--- src/rtl/apb_pkg.sv ---
// Shared types and default widths for the APB requester bridge.
// Struct widths follow the default AWIDTH/DWIDTH.
package apb_pkg;

  localparam int APB_AWIDTH = 8;
  localparam int APB_DWIDTH = 32;

  typedef enum logic [1:0] {
    IDLE   = 2'd0,
    SETUP  = 2'd1,
    ACCESS = 2'd2
  } apb_state_e;

  typedef struct packed {
    logic                  write;
    logic [APB_AWIDTH-1:0] addr;
    logic [APB_DWIDTH-1:0] wdata;
  } apb_cmd_t;

  typedef struct packed {
    logic [APB_DWIDTH-1:0] rdata;
    logic                  err;
  } apb_rsp_t;

endpackage

--- src/rtl/apb_wait_timer.sv ---
// Counts ACCESS wait states. Flags expiry on the wait cycle that
// brings the count up to the limit.
module apb_wait_timer #(
  parameter int CWIDTH = 8
) (
  input  logic              clk,
  input  logic              rst,
  input  logic              clear,
  input  logic              enable,
  input  logic [CWIDTH-1:0] limit,
  output logic              expired
);

  logic [CWIDTH-1:0] count;

  always_ff @(posedge clk or negedge rst) begin
    if (!rst) begin
      count <= '0;
    end else if (clear) begin
      count <= '0;
    end else if (enable) begin
      count <= count + CWIDTH'(1);
    end
  end

  // The limit is at least 1, so the subtraction never underflows.
  assign expired = enable && (count == (limit - CWIDTH'(1)));

endmodule

--- src/rtl/apb_master_bridge.sv ---
// Converts valid/ready commands into APB SETUP/ACCESS transfers and
// returns one response per command, aborting stalled transfers.
//
// state  | meaning
// IDLE   | no transfer; ready to accept a command
// SETUP  | p_sel=1, p_en=0 for one cycle
// ACCESS | p_sel=1, p_en=1 until p_ready or wait-state timeout
module apb_master_bridge
  import apb_pkg::*;
#(
  parameter int AWIDTH  = APB_AWIDTH,
  parameter int DWIDTH  = APB_DWIDTH,
  parameter int TIMEOUT = 16
) (
  input  logic              clk,
  input  logic              rst,
  input  logic              cmd_valid,
  output logic              cmd_ready,
  input  logic              cmd_write,
  input  logic [AWIDTH-1:0] cmd_addr,
  input  logic [DWIDTH-1:0] cmd_wdata,
  output logic              rsp_valid,
  output logic [DWIDTH-1:0] rsp_rdata,
  output logic              rsp_err,
  output logic              p_sel,
  output logic              p_en,
  output logic              p_write,
  output logic [AWIDTH-1:0] addr,
  output logic [DWIDTH-1:0] wdata,
  input  logic [DWIDTH-1:0] rdata,
  input  logic              p_ready
);

  localparam logic [7:0] LIMIT = 8'(TIMEOUT);

  apb_state_e state, state_nxt;
  logic       load;
  logic       done;
  logic       abort;
  logic       expired;

  apb_wait_timer #(.CWIDTH(8)) u_timer (
    .clk    (clk),
    .rst    (rst),
    .clear  (state == SETUP),
    .enable ((state == ACCESS) && !p_ready),
    .limit  (LIMIT),
    .expired(expired)
  );

  // Select/enable decode straight from state so reset drops them at once.
  assign p_sel     = (state != IDLE);
  assign p_en      = (state == ACCESS);
  assign cmd_ready = (state == IDLE) | ((state == ACCESS) & p_ready);

  always_ff @(posedge clk or negedge rst) begin
    if (!rst) begin
      state <= IDLE;
    end else begin
      state <= state_nxt;
    end
  end

  always_comb begin
    state_nxt = state;
    load      = 1'b0;
    done      = 1'b0;
    abort     = 1'b0;
    case (state)
      IDLE: begin
        if (cmd_valid) begin
          load      = 1'b1;
          state_nxt = SETUP;
        end
      end
      SETUP: state_nxt = ACCESS;
      ACCESS: begin
        // Completion takes priority over an expiring timer.
        if (p_ready) begin
          done = 1'b1;
          if (cmd_valid) begin
            load      = 1'b1;
            state_nxt = SETUP;
          end else begin
            state_nxt = IDLE;
          end
        end else if (expired) begin
          abort     = 1'b1;
          state_nxt = IDLE;
        end
      end
      default: state_nxt = IDLE;
    endcase
  end

  always_ff @(posedge clk or negedge rst) begin
    if (!rst) begin
      p_write   <= 1'b0;
      addr      <= '0;
      wdata     <= '0;
      rsp_valid <= 1'b0;
      rsp_rdata <= '0;
      rsp_err   <= 1'b0;
    end else begin
      rsp_valid <= done | abort;
      if (load) begin
        p_write <= cmd_write;
        addr    <= cmd_addr;
        wdata   <= cmd_wdata;
      end
      if (done) begin
        rsp_rdata <= p_write ? '0 : rdata;
        rsp_err   <= 1'b0;
      end else if (abort) begin
        rsp_rdata <= '0;
        rsp_err   <= 1'b1;
      end
    end
  end

endmodule

--- config.mk ---
export PLATFORM = sky130hd
export DESIGN_NAME = apb_master_bridge
export DESIGN_NICKNAME = d
export VERILOG_FILES = /design/src/rtl/apb_pkg.sv /design/src/rtl/apb_wait_timer.sv /design/src/rtl/apb_master_bridge.sv
export SDC_FILE = /design/constraint.sdc
export NUM_CORES = 1
export LEC_CHECK = 0
export ABC_AREA = 1
export CAP_MARGIN = 20
export CORE_AREA = 2 2 123 125
export DETAILED_ROUTE_END_ITERATION = 12
export DIE_AREA = 0 0 125 127
export GPL_ROUTABILITY_DRIVEN = 0
export GPL_TIMING_DRIVEN = 0
export PLACE_DENSITY_LB_ADDON = 0.12
export SLEW_MARGIN = 20
export SYNTH_ARGS = -nofsm -noshare
export SYNTH_HDL_FRONTEND = slang
export SYNTH_SLANG_ARGS = --single-unit
--- constraint.sdc ---
create_clock -name clk -period 1.7 [get_ports clk]
set_input_delay 0.425 -clock clk [delete_from_list [all_inputs] [get_ports clk]]
set_output_delay 0.425 -clock clk [all_outputs]
set_load 0.1 [all_outputs]
* Word level (Yosys, flattened, before mapping)
Cells that the tools add are included.
** Word-level totals
- Flip-flop bits (word level) :: 85
- Bits in latches :: 0
- RAM bits :: 0
- Bits in read-only memories :: 0
- Output and inout port bits :: 78
- Memories :: 0
** Cells by class
- Add/sub/neg operators :: 1
- Multiply operators :: 0
- Divide/modulo/power cells :: 0
- $lt $le $gt $ge :: 0
- Equal/unequal tests :: 5
- Shift operators :: 0
- Multiplexer cells :: 20
- Bitwise logic cells :: 3
- Reductions and logical operators :: 8
** Operators by type and width (count)
- $mux W32 :: 3
- $mux W8 :: 2
- $mux W1 :: 10
- $add A8 B1 Y8 const B :: 1
- $eq A8 B4 Y1 const B :: 1
- $mux W2 :: 3
- $pmux W2 S3 :: 1
- $reduce_bool A2 Y1 :: 3
- $ne A3 B1 Y1 const B :: 1
- $eq A2 B1 Y1 const B :: 1
- $eq A2 B2 Y1 const B :: 1
- $logic_and A1 B1 Y1 :: 2
- $logic_not A2 Y1 :: 1
- $ne A2 B2 Y1 const B :: 1
- $or A1 B1 Y1 :: 2
- $pmux W1 S2 :: 1
- $reduce_and A2 Y1 :: 1
- $and A1 B1 Y1 :: 1
- $logic_not A1 Y1 :: 1

* Depth between registers and ports, before layout
Gate-level depths: netlist of the first run.
- Depth in word-level cells :: 8
- Gate-level depth with buffers :: 8
- Mapped depth without buffers :: 7

* By module
From an unflattened synthesis of the first run, not the netlist that was laid out.
** Second synthesis, totals
- Cell total of the unflattened synthesis :: 458
- Area total of the unflattened synthesis :: 3980.1 um^2
** By module, submodules not included
- apb_master_bridge :: times used 1, cells each 351, area each 3301.9 um^2, seq. area each 1926.8 um^2
- apb_wait_timer :: times used 1, cells each 107, area each 678.2 um^2, seq. area each 200.2 um^2

* Worst setup path before layout of the first run
No wires, ideal clock.
- Path type :: reg2out
- From :: register state[0]
- To :: output cmd_ready
- Arrival time :: 1893 ps
- Data required time :: 1275 ps
- Path slack :: -618 ps
- Stages on the path, launching flop included :: 7
- Buffers on the path :: 1
- Cell sequence :: dfrtp_1 inv_2 nand2_1 inv_2 nand2_4 buf_2 nand2_1
** On the way
- Cells in the longest elaborated chain, start to end :: 3
- Elaborated cells on any way between the ends :: 4
- Those cells by class :: eq/ne: 1; bitwise: 2; reduce/logical: 1
** RTL lines
- from (decl) :: line apb_master_bridge.sv:36 : apb_state_e state, state_nxt;
- from (signal assigned) :: line apb_master_bridge.sv:60 : state <= state_nxt;
- $eq A2 B2 Y1
- named net p_en :: line apb_master_bridge.sv:26 : output logic p_en,
- $and A1 B1 Y1 :: line apb_master_bridge.sv:54 : assign cmd_ready = (state == IDLE) | ((state == ACCESS) & p_ready);
- $or A1 B1 Y1 :: line apb_master_bridge.sv:54
- to (decl) :: line apb_master_bridge.sv:18 : output logic cmd_ready,
The timed path passes the listed nets, and every way through them passes these cells.

* Final worst setup path of the first run
- From :: register state[0]
- To :: output cmd_ready
** On the way
- Cells in the longest elaborated chain, start to end :: 3
- Elaborated cells on any way between the ends :: 4
- Those cells by class :: eq/ne: 1; bitwise: 2; reduce/logical: 1
** RTL lines (line)
- $eq A2 B2 Y1 :: apb_master_bridge.sv:54
- $and A1 B1 Y1 :: apb_master_bridge.sv:54
- $or A1 B1 Y1 (*) :: apb_master_bridge.sv:54
Mark *: on every way between the ends. The rest lies on a longest branch, timed or not.

==> results of run 1 <==
## cells in the mapped netlist, drive strengths merged
library cell	instances	area, um^2
nand2	131	502
dfrtp	85	2130
inv	53	199
o21ai	46	230
nand3	43	240
buf	16	143
nor2	15	66.3
clkbuf	2	17.5
a21boi	1	11.3
ha	1	12.5
nand4	1	6.26
nor3	1	5.00
or2	1	6.26
## area by class of cell
type	count	area [um^2]
plain buffers	18	170
clock buffers	10	229
multi-input cells	240	1110
well taps	184	230
fillers	1516	8860
repair buffers	159	1440
clock inverters	5	52.6
inverters	53	204
flip-flops and latches	85	2130
## worst min path at each step
stage                                         from                        end  slack [ns]  cells after the start
after floorplan                                rst        addr[0]$_DFFE_PN0P_        0.13                      0
after global placement         rsp_err$_DFFE_PN0P_        rsp_err$_DFFE_PN0P_        0.48                      2
after detailed placement                       rst  rsp_rdata[25]$_DFFE_PN0P_        0.35                      1
after CTS                      rsp_err$_DFFE_PN0P_        rsp_err$_DFFE_PN0P_        0.50                      2
after global routing      rsp_rdata[3]$_DFFE_PN0P_   rsp_rdata[3]$_DFFE_PN0P_        0.53                      2
final                          rsp_err$_DFFE_PN0P_        rsp_err$_DFFE_PN0P_        0.48                      2
## cell usage in the layout (no fill, tap or decap)
master / synthesis / final
o21ai_1: 12 / 12
nor2_1: 13 / 13
nand2_8: 0 / 2
buf_16: 0 / 1
clkinv_2: 0 / 3
inv_2: 3 / 2
buf_6: 8 / 11
nand3_2: 5 / 5
nand2_2: 1 / 1
ha_1: 1 / 1
o21ai_0: 34 / 34
buf_2: 3 / 39
clkbuf_4: 0 / 1
clkdlybuf4s18_2: 0 / 26
inv_1: 50 / 50
nor3_1: 1 / 1
buf_4: 5 / 8
buf_12: 0 / 1
nand2_1: 129 / 127
clkbuf_1: 1 / 2
nand2_4: 1 / 1
dfrtp_1: 85 / 85
a21boi_2: 1 / 1
or2_2: 1 / 1
dlygate4sd2_1: 0 / 1
buf_8: 0 / 1
bufinv_16: 0 / 1
dlygate4sd3_1: 0 / 1
clkdlybuf4s50_1: 0 / 74
nor2_2: 1 / 1
clkinvlp_4: 0 / 1
nand4_1: 1 / 1
clkbuf_8: 1 / 1
clkbuf_16: 0 / 9
clkdlybuf4s15_2: 0 / 11
nor2_4: 1 / 1
nand3_1: 38 / 38
clkinv_4: 0 / 1
## metal layers
layer | vias up | track usage, %
met3 | 11 | 4.73
met1 | 1384 | 18.2
met4 | 0 | 4.71
met5 | - | 0
met2 | 118 | 18.0
li1 | 1567 | -
## cell families after synthesis
group                      count (synthesis)
and+or+nand+nor                          192
DFF                                       85
buffers and inverters                     71
AOI/OAI and AO/OA                         47
adders and majority gates                  1
## registers in the layout, indices dropped and copies added, names as in the netlist
| signal | cells |
|---|---|
| rsp_rdata | 32 |
| wdata | 32 |
| addr | 8 |
| u_timer.count | 8 |
| state | 2 |
| p_write | 1 |
| rsp_err | 1 |
| rsp_valid | 1 |
## worst reg2reg max path, cell delays in order, from the launching register on
cell and delay (ns):
dfrtp_1 0.44, nor2_1 0.13, inv_2 0.10, a21boi_2 0.19, clkbuf_1 0.37, o21ai_0 0.15
## metrics by stage
| stage | worst slack [ns] | setup TNS [ns] |
|---|---|---|
| 6_report | -0.0685 | -0.0685 |
| 5_1_grt | -0.126 | -0.162 |
| 4_1_cts | -0.211 | -0.211 |
| 3_5_place_dp | -1.31 | -35.77 |
| 3_3_place_gp | -3.17 | -303.54 |
| 2_1_floorplan | 0.0219 | 0 |
## repair_timing
item                       CTS  global route
setup endpoints to repair   78            61
hold buffers                 1             0
hold endpoints to repair    15             0
resized for setup          277            82
buffers inserted             0             3
==> impl_metrics.env, run 1 <==
export IMPL_outcome="complete, but fails checks"
export IMPL_violations="setup timing"
export IMPL_max_freq_mhz=565
export IMPL_met2_length_um=3900
export IMPL_synth_seq_cells=85
export IMPL_postSynthAreaPerCell_um2=9.00
export IMPL_hpwl_um=7030
export IMPL_path_depth=7
export IMPL_clk_latency_ns=0.33
export IMPL_startpoint="state[0]$_DFFE_PN0P_"
export IMPL_ant_nets=0
export IMPL_synth_fa_ha_area_share_pct=0.351
export IMPL_die_h_um=127
export IMPL_max_slew_margin_rel_pct=62.4
export IMPL_ioPinCount=155
export IMPL_timing_rr_end="wdata[6]$_DFFE_PN0P_"
export IMPL_nNetsFinal=644
export IMPL_cpPeakStageDelay_ns=0.39
export IMPL_period_share_pct=104
export IMPL_crit_fanout=4
export IMPL_cp_common_cell="nand2_8"
export IMPL_period_needed_ns=1.77
export IMPL_worstSetupEndpoint="cmd_ready"
export IMPL_synth_simple_gate_area_share_pct=23.2
export IMPL_critPathBufInv=4
export IMPL_io_buffers=154
export IMPL_synthMuxAreaShare_pct=0
export IMPL_routedWlPerCell_um=12.8
export IMPL_grt_pass1_wl_um=16600
export IMPL_grt_usage_pct=12.8
export IMPL_clockBufferDepth=2
export IMPL_end_kind="output port"
export IMPL_cap_violations=0
export IMPL_syn_num_nets=474
export IMPL_cp_start_kind="flop"
export IMPL_ys_warn_count=0
export IMPL_worstSetupPathType="reg -> out"
export IMPL_dp_cells=735
export IMPL_grt_pass1_vias=3203
export IMPL_overflow=0
export IMPL_tightestPinTransition_ns=0.567
export IMPL_worstPathArrival_ns=1.34
export IMPL_cp_top_family="buffers and inverters"
export IMPL_vias=3080
export IMPL_htreeDepth=3
export IMPL_die_area_um2=15900
export IMPL_synth_cell_types=23
export IMPL_top_layer_used="met4"
export IMPL_worstPathRequired_ns=1.27
export IMPL_crit_chain="inv_2 > nand2_4 > clkinv_4 > nand2_8 > buf_8 > nand2_8 > buf_12"
export IMPL_slew_violations=0
export IMPL_num_antenna_cells=0
export IMPL_grt_start_max_net_pins=50
export IMPL_place_area_um2=5390
export IMPL_std_cell_rows=44
export IMPL_cts_tree="done"
export IMPL_routed_wl_um=9660
export IMPL_drive_gt1_share_pct=22.8
export IMPL_worstRegToRegCells=5
export IMPL_synth_top_family_by_area="simple AND/OR/NAND/NOR gates"
export IMPL_r2r_start="state[1]$_DFFE_PN0P_"
export IMPL_antenna_found_initial=0
export IMPL_clock_sinks=85
export IMPL_m1WireLength_um=4730
export IMPL_hold_ws_ns=0.485
export IMPL_syn_inst=396
export IMPL_syn_cell_area_um2=3570
export IMPL_drc_errors=0
export IMPL_root_buffer="clkbuf_16"
export IMPL_via_per_inst=4.08
export IMPL_grt_setup_unrepaired="yes"
export IMPL_numCtsBuffers=9
export IMPL_synth_compound_area_share_pct=6.77
export IMPL_ys_seq_area_share_pct=59.6
export IMPL_skew_ns=0.00257
export IMPL_wl_met3_um=887
export IMPL_crit_slowest_cell="dfrtp_1"
export IMPL_r2r_slack_ns=0.19
export IMPL_finalHoldViolations=0
export IMPL_syn_to_final_growth_pct=56.1
export IMPL_initial_core_util_pct=24.7
export IMPL_core_um2=14400
export IMPL_layout_cells_non_filler=754
export IMPL_dr_pass1_iters=4
export IMPL_finalInstanceArea_um2=5570
export IMPL_finalSetupViolCount=1
export IMPL_final_util_pct=38.6
export IMPL_dr_first_iter_drc_count=139
export IMPL_clk_pin_slew_ns=0.06
export IMPL_synth_xor_area_share_pct=0
export IMPL_hold_class="reg -> reg"
export IMPL_fin_ws_ns=-0.0685
export IMPL_chipWidth_um=125
Power of run 1 is left out: the tool's default activity adds up to more than one toggle a clock period on the data nets, which glitch-free logic cannot reach.
==> inputs of run 2 (changes only) <==
--- a/config.mk
+++ b/config.mk
@@ -13,6 +13,7 @@
 export GPL_ROUTABILITY_DRIVEN = 0
 export GPL_TIMING_DRIVEN = 0
 export PLACE_DENSITY_LB_ADDON = 0.12
+export RECOVER_POWER = 50
 export SLEW_MARGIN = 20
 export SYNTH_ARGS = -nofsm -noshare
 export SYNTH_HDL_FRONTEND = slang
==> impl_metrics.env, run 2 (synthesis results as in run 1) <==
export IMPL_final_util_pct=38.5
export IMPL_grt_usage_pct=12.8
export IMPL_grt_pass1_wl_um=16600
export IMPL_max_freq_mhz=566
export IMPL_via_per_inst=4.09
export IMPL_timing_rr_end="wdata[10]$_DFFE_PN0P_"
export IMPL_cp_start_kind="flop"
export IMPL_die_h_um=127
export IMPL_vias=3086
export IMPL_r2r_slack_ns=0.08
export IMPL_dr_first_iter_drc_count=141
export IMPL_min_path_cells=2
export IMPL_end_kind="output port"
export IMPL_worstPathRequired_ns=1.27
export IMPL_r2r_start="state[1]$_DFFE_PN0P_"
export IMPL_period_share_pct=104
export IMPL_antenna_found_initial=0
export IMPL_hold_class="reg -> reg"
export IMPL_numCtsBuffers=9
export IMPL_root_buffer="clkbuf_16"
export IMPL_worstPathArrival_ns=1.34
export IMPL_nNetsFinal=644
export IMPL_htreeDepth=3
export IMPL_wl_met3_um=897
export IMPL_nFillCells=1519
export IMPL_die_area_um2=15900
export IMPL_grt_start_max_net_pins=50
export IMPL_chipWidth_um=125
export IMPL_outcome="complete, but fails checks"
export IMPL_dr_pass1_iters=4
export IMPL_overflow=0
export IMPL_skew_ns=0.00259
export IMPL_clock_sinks=85
export IMPL_drc_errors=0
export IMPL_num_antenna_cells=0
export IMPL_min_delay_start="rsp_err$_DFFE_PN0P_"
export IMPL_syn_to_final_growth_pct=55.5
export IMPL_grt_setup_unrepaired="yes"
export IMPL_final_cell_mix="nand2_1, dfrtp_1, clkdlybuf4s50_1, inv_1, buf_2"
export IMPL_reg_top3="rsp_rdata: 32 flops, wdata: 32 flops"
export IMPL_max_slew_margin_rel_pct=34.1
export IMPL_finalSetupViolCount=1
export IMPL_crit_fanout=4
export IMPL_fin_ws_ns=-0.0683
export IMPL_period_needed_ns=1.77
export IMPL_hpwl_um=7030
export IMPL_clk_pin_slew_ns=0.06
export IMPL_tightestPinTransition_ns=0.989
export IMPL_clockBufferDepth=2
export IMPL_finalHoldViolations=0
export IMPL_ioPinCount=155
export IMPL_ant_nets=0
export IMPL_hold_end="rsp_err$_DFFE_PN0P_"
export IMPL_std_cell_rows=44
export IMPL_routedWlPerCell_um=12.8
export IMPL_core_um2=14400
export IMPL_initial_core_util_pct=24.7
export IMPL_io_buffers=154
export IMPL_violations="setup timing"
export IMPL_met2_length_um=3900
export IMPL_m1WireLength_um=4710
export IMPL_pre_cts_ws_ns=-1.31
export IMPL_cts_tree="done"
export IMPL_routed_wl_um=9660
export IMPL_drive_gt1_share_pct=22.6
export IMPL_grt_pass1_vias=3203
export IMPL_top_layer_used="met4"
export IMPL_final_common_cell="nand2_1"
export IMPL_slew_violations=0
export IMPL_worstRegToRegCells=6
export IMPL_clk_latency_ns=0.33
export IMPL_cap_violations=0
export IMPL_worstSetupPathType="reg -> out"
run 2: cell count changes in the layout (fill, tap and decap cells not counted):
cell,previous run,this run
buf_6,11,8
clkbuf_2,0,2
clkbuf_4,1,2
nor2_1,13,14
nor2_2,1,0
run 2: what timing repair did:
| action | 4_1_cts | 5_1_grt |
|---|---|---|
| endpoints found under the hold margin | 15 | 0 |
| resized for setup | 277 | 82 |
| endpoints found under the setup margin | 78 | 61 |
| hold buffers | 1 | 0 |
| setup buffers | 0 | 3 |
run 2: stage by stage:
step | instances | setup TNS (ns) | area [um^2] | hold WS (ns)
6_report | 754 | -0.0683 | 5550 | 0.485
4_1_cts | 751 | -0.211 | 5750 | 0.500
3_3_place_gp | 734 | -303.54 | 5360 | 0.478
3_5_place_dp | 735 | -35.77 | 5390 | 0.353
5_1_grt | 754 | -5.58 | 5550 | 0.525
2_1_floorplan | 396 | 0 | 3590 | 0.129
run 2: area by class of cell:
cell class                 instances  area (um^2)  share of cell area, %
inverter                          53          204                   3.68
timing repair buffer             159         1430                   25.9
buffer                            18          160                   2.89
clock inverter                     5         52.6                  0.947
clock buffer                      10          229                   4.13
sequential                        85         2130                   38.3
multi-input combinational        240         1110                   20.0
tap                              184          230                   4.15
run 2: layer usage:
layer / up-vias / global-route usage [%]
li1: 1567 / -
met1: 1386 / 18.2
met2: 122 / 18.0
met3: 11 / 4.73
met4: 0 / 4.71
met5: - / 0
run 2: worst max path at each step:
stage / start / to / slack (ns) / cells after the start
CTS: state[0]$_DFFE_PN0P_ / cmd_ready / -0.21 / 7
detailed placement: p_ready / cmd_ready / -1.31 / 5
floorplan: state[0]$_DFFE_PN0P_ / cmd_ready / 0.02 / 6
global placement: rst / wdata[20]$_DFFE_PN0P_ / -3.17 / 1
finish: state[0]$_DFFE_PN0P_ / cmd_ready / -0.07 / 7
global route: state[0]$_DFFE_PN0P_ / cmd_ready / -0.13 / 7
run 2: worst max-delay path: stages, from the launching register on:
cell      delay, ns
dfrtp_1        0.39
inv_2          0.10
nand2_4        0.06
clkinv_4       0.07
nand2_8        0.04
buf_8          0.13
nand2_8        0.05
buf_12         0.16
Power of run 2 is left out for the same reason.
==> inputs of run 3 (changes only) <==
--- a/config.mk
+++ b/config.mk
@@ -8,6 +8,7 @@
 export ABC_AREA = 1
 export CAP_MARGIN = 20
 export CORE_AREA = 2 2 123 125
+export CTS_CLUSTER_DIAMETER = 80
 export DETAILED_ROUTE_END_ITERATION = 12
 export DIE_AREA = 0 0 125 127
 export GPL_ROUTABILITY_DRIVEN = 0
==> results of run 3 <==
No change in the layout: final DEF, timing and power equal those of run 2.
Power of run 3 is left out for the same reason.
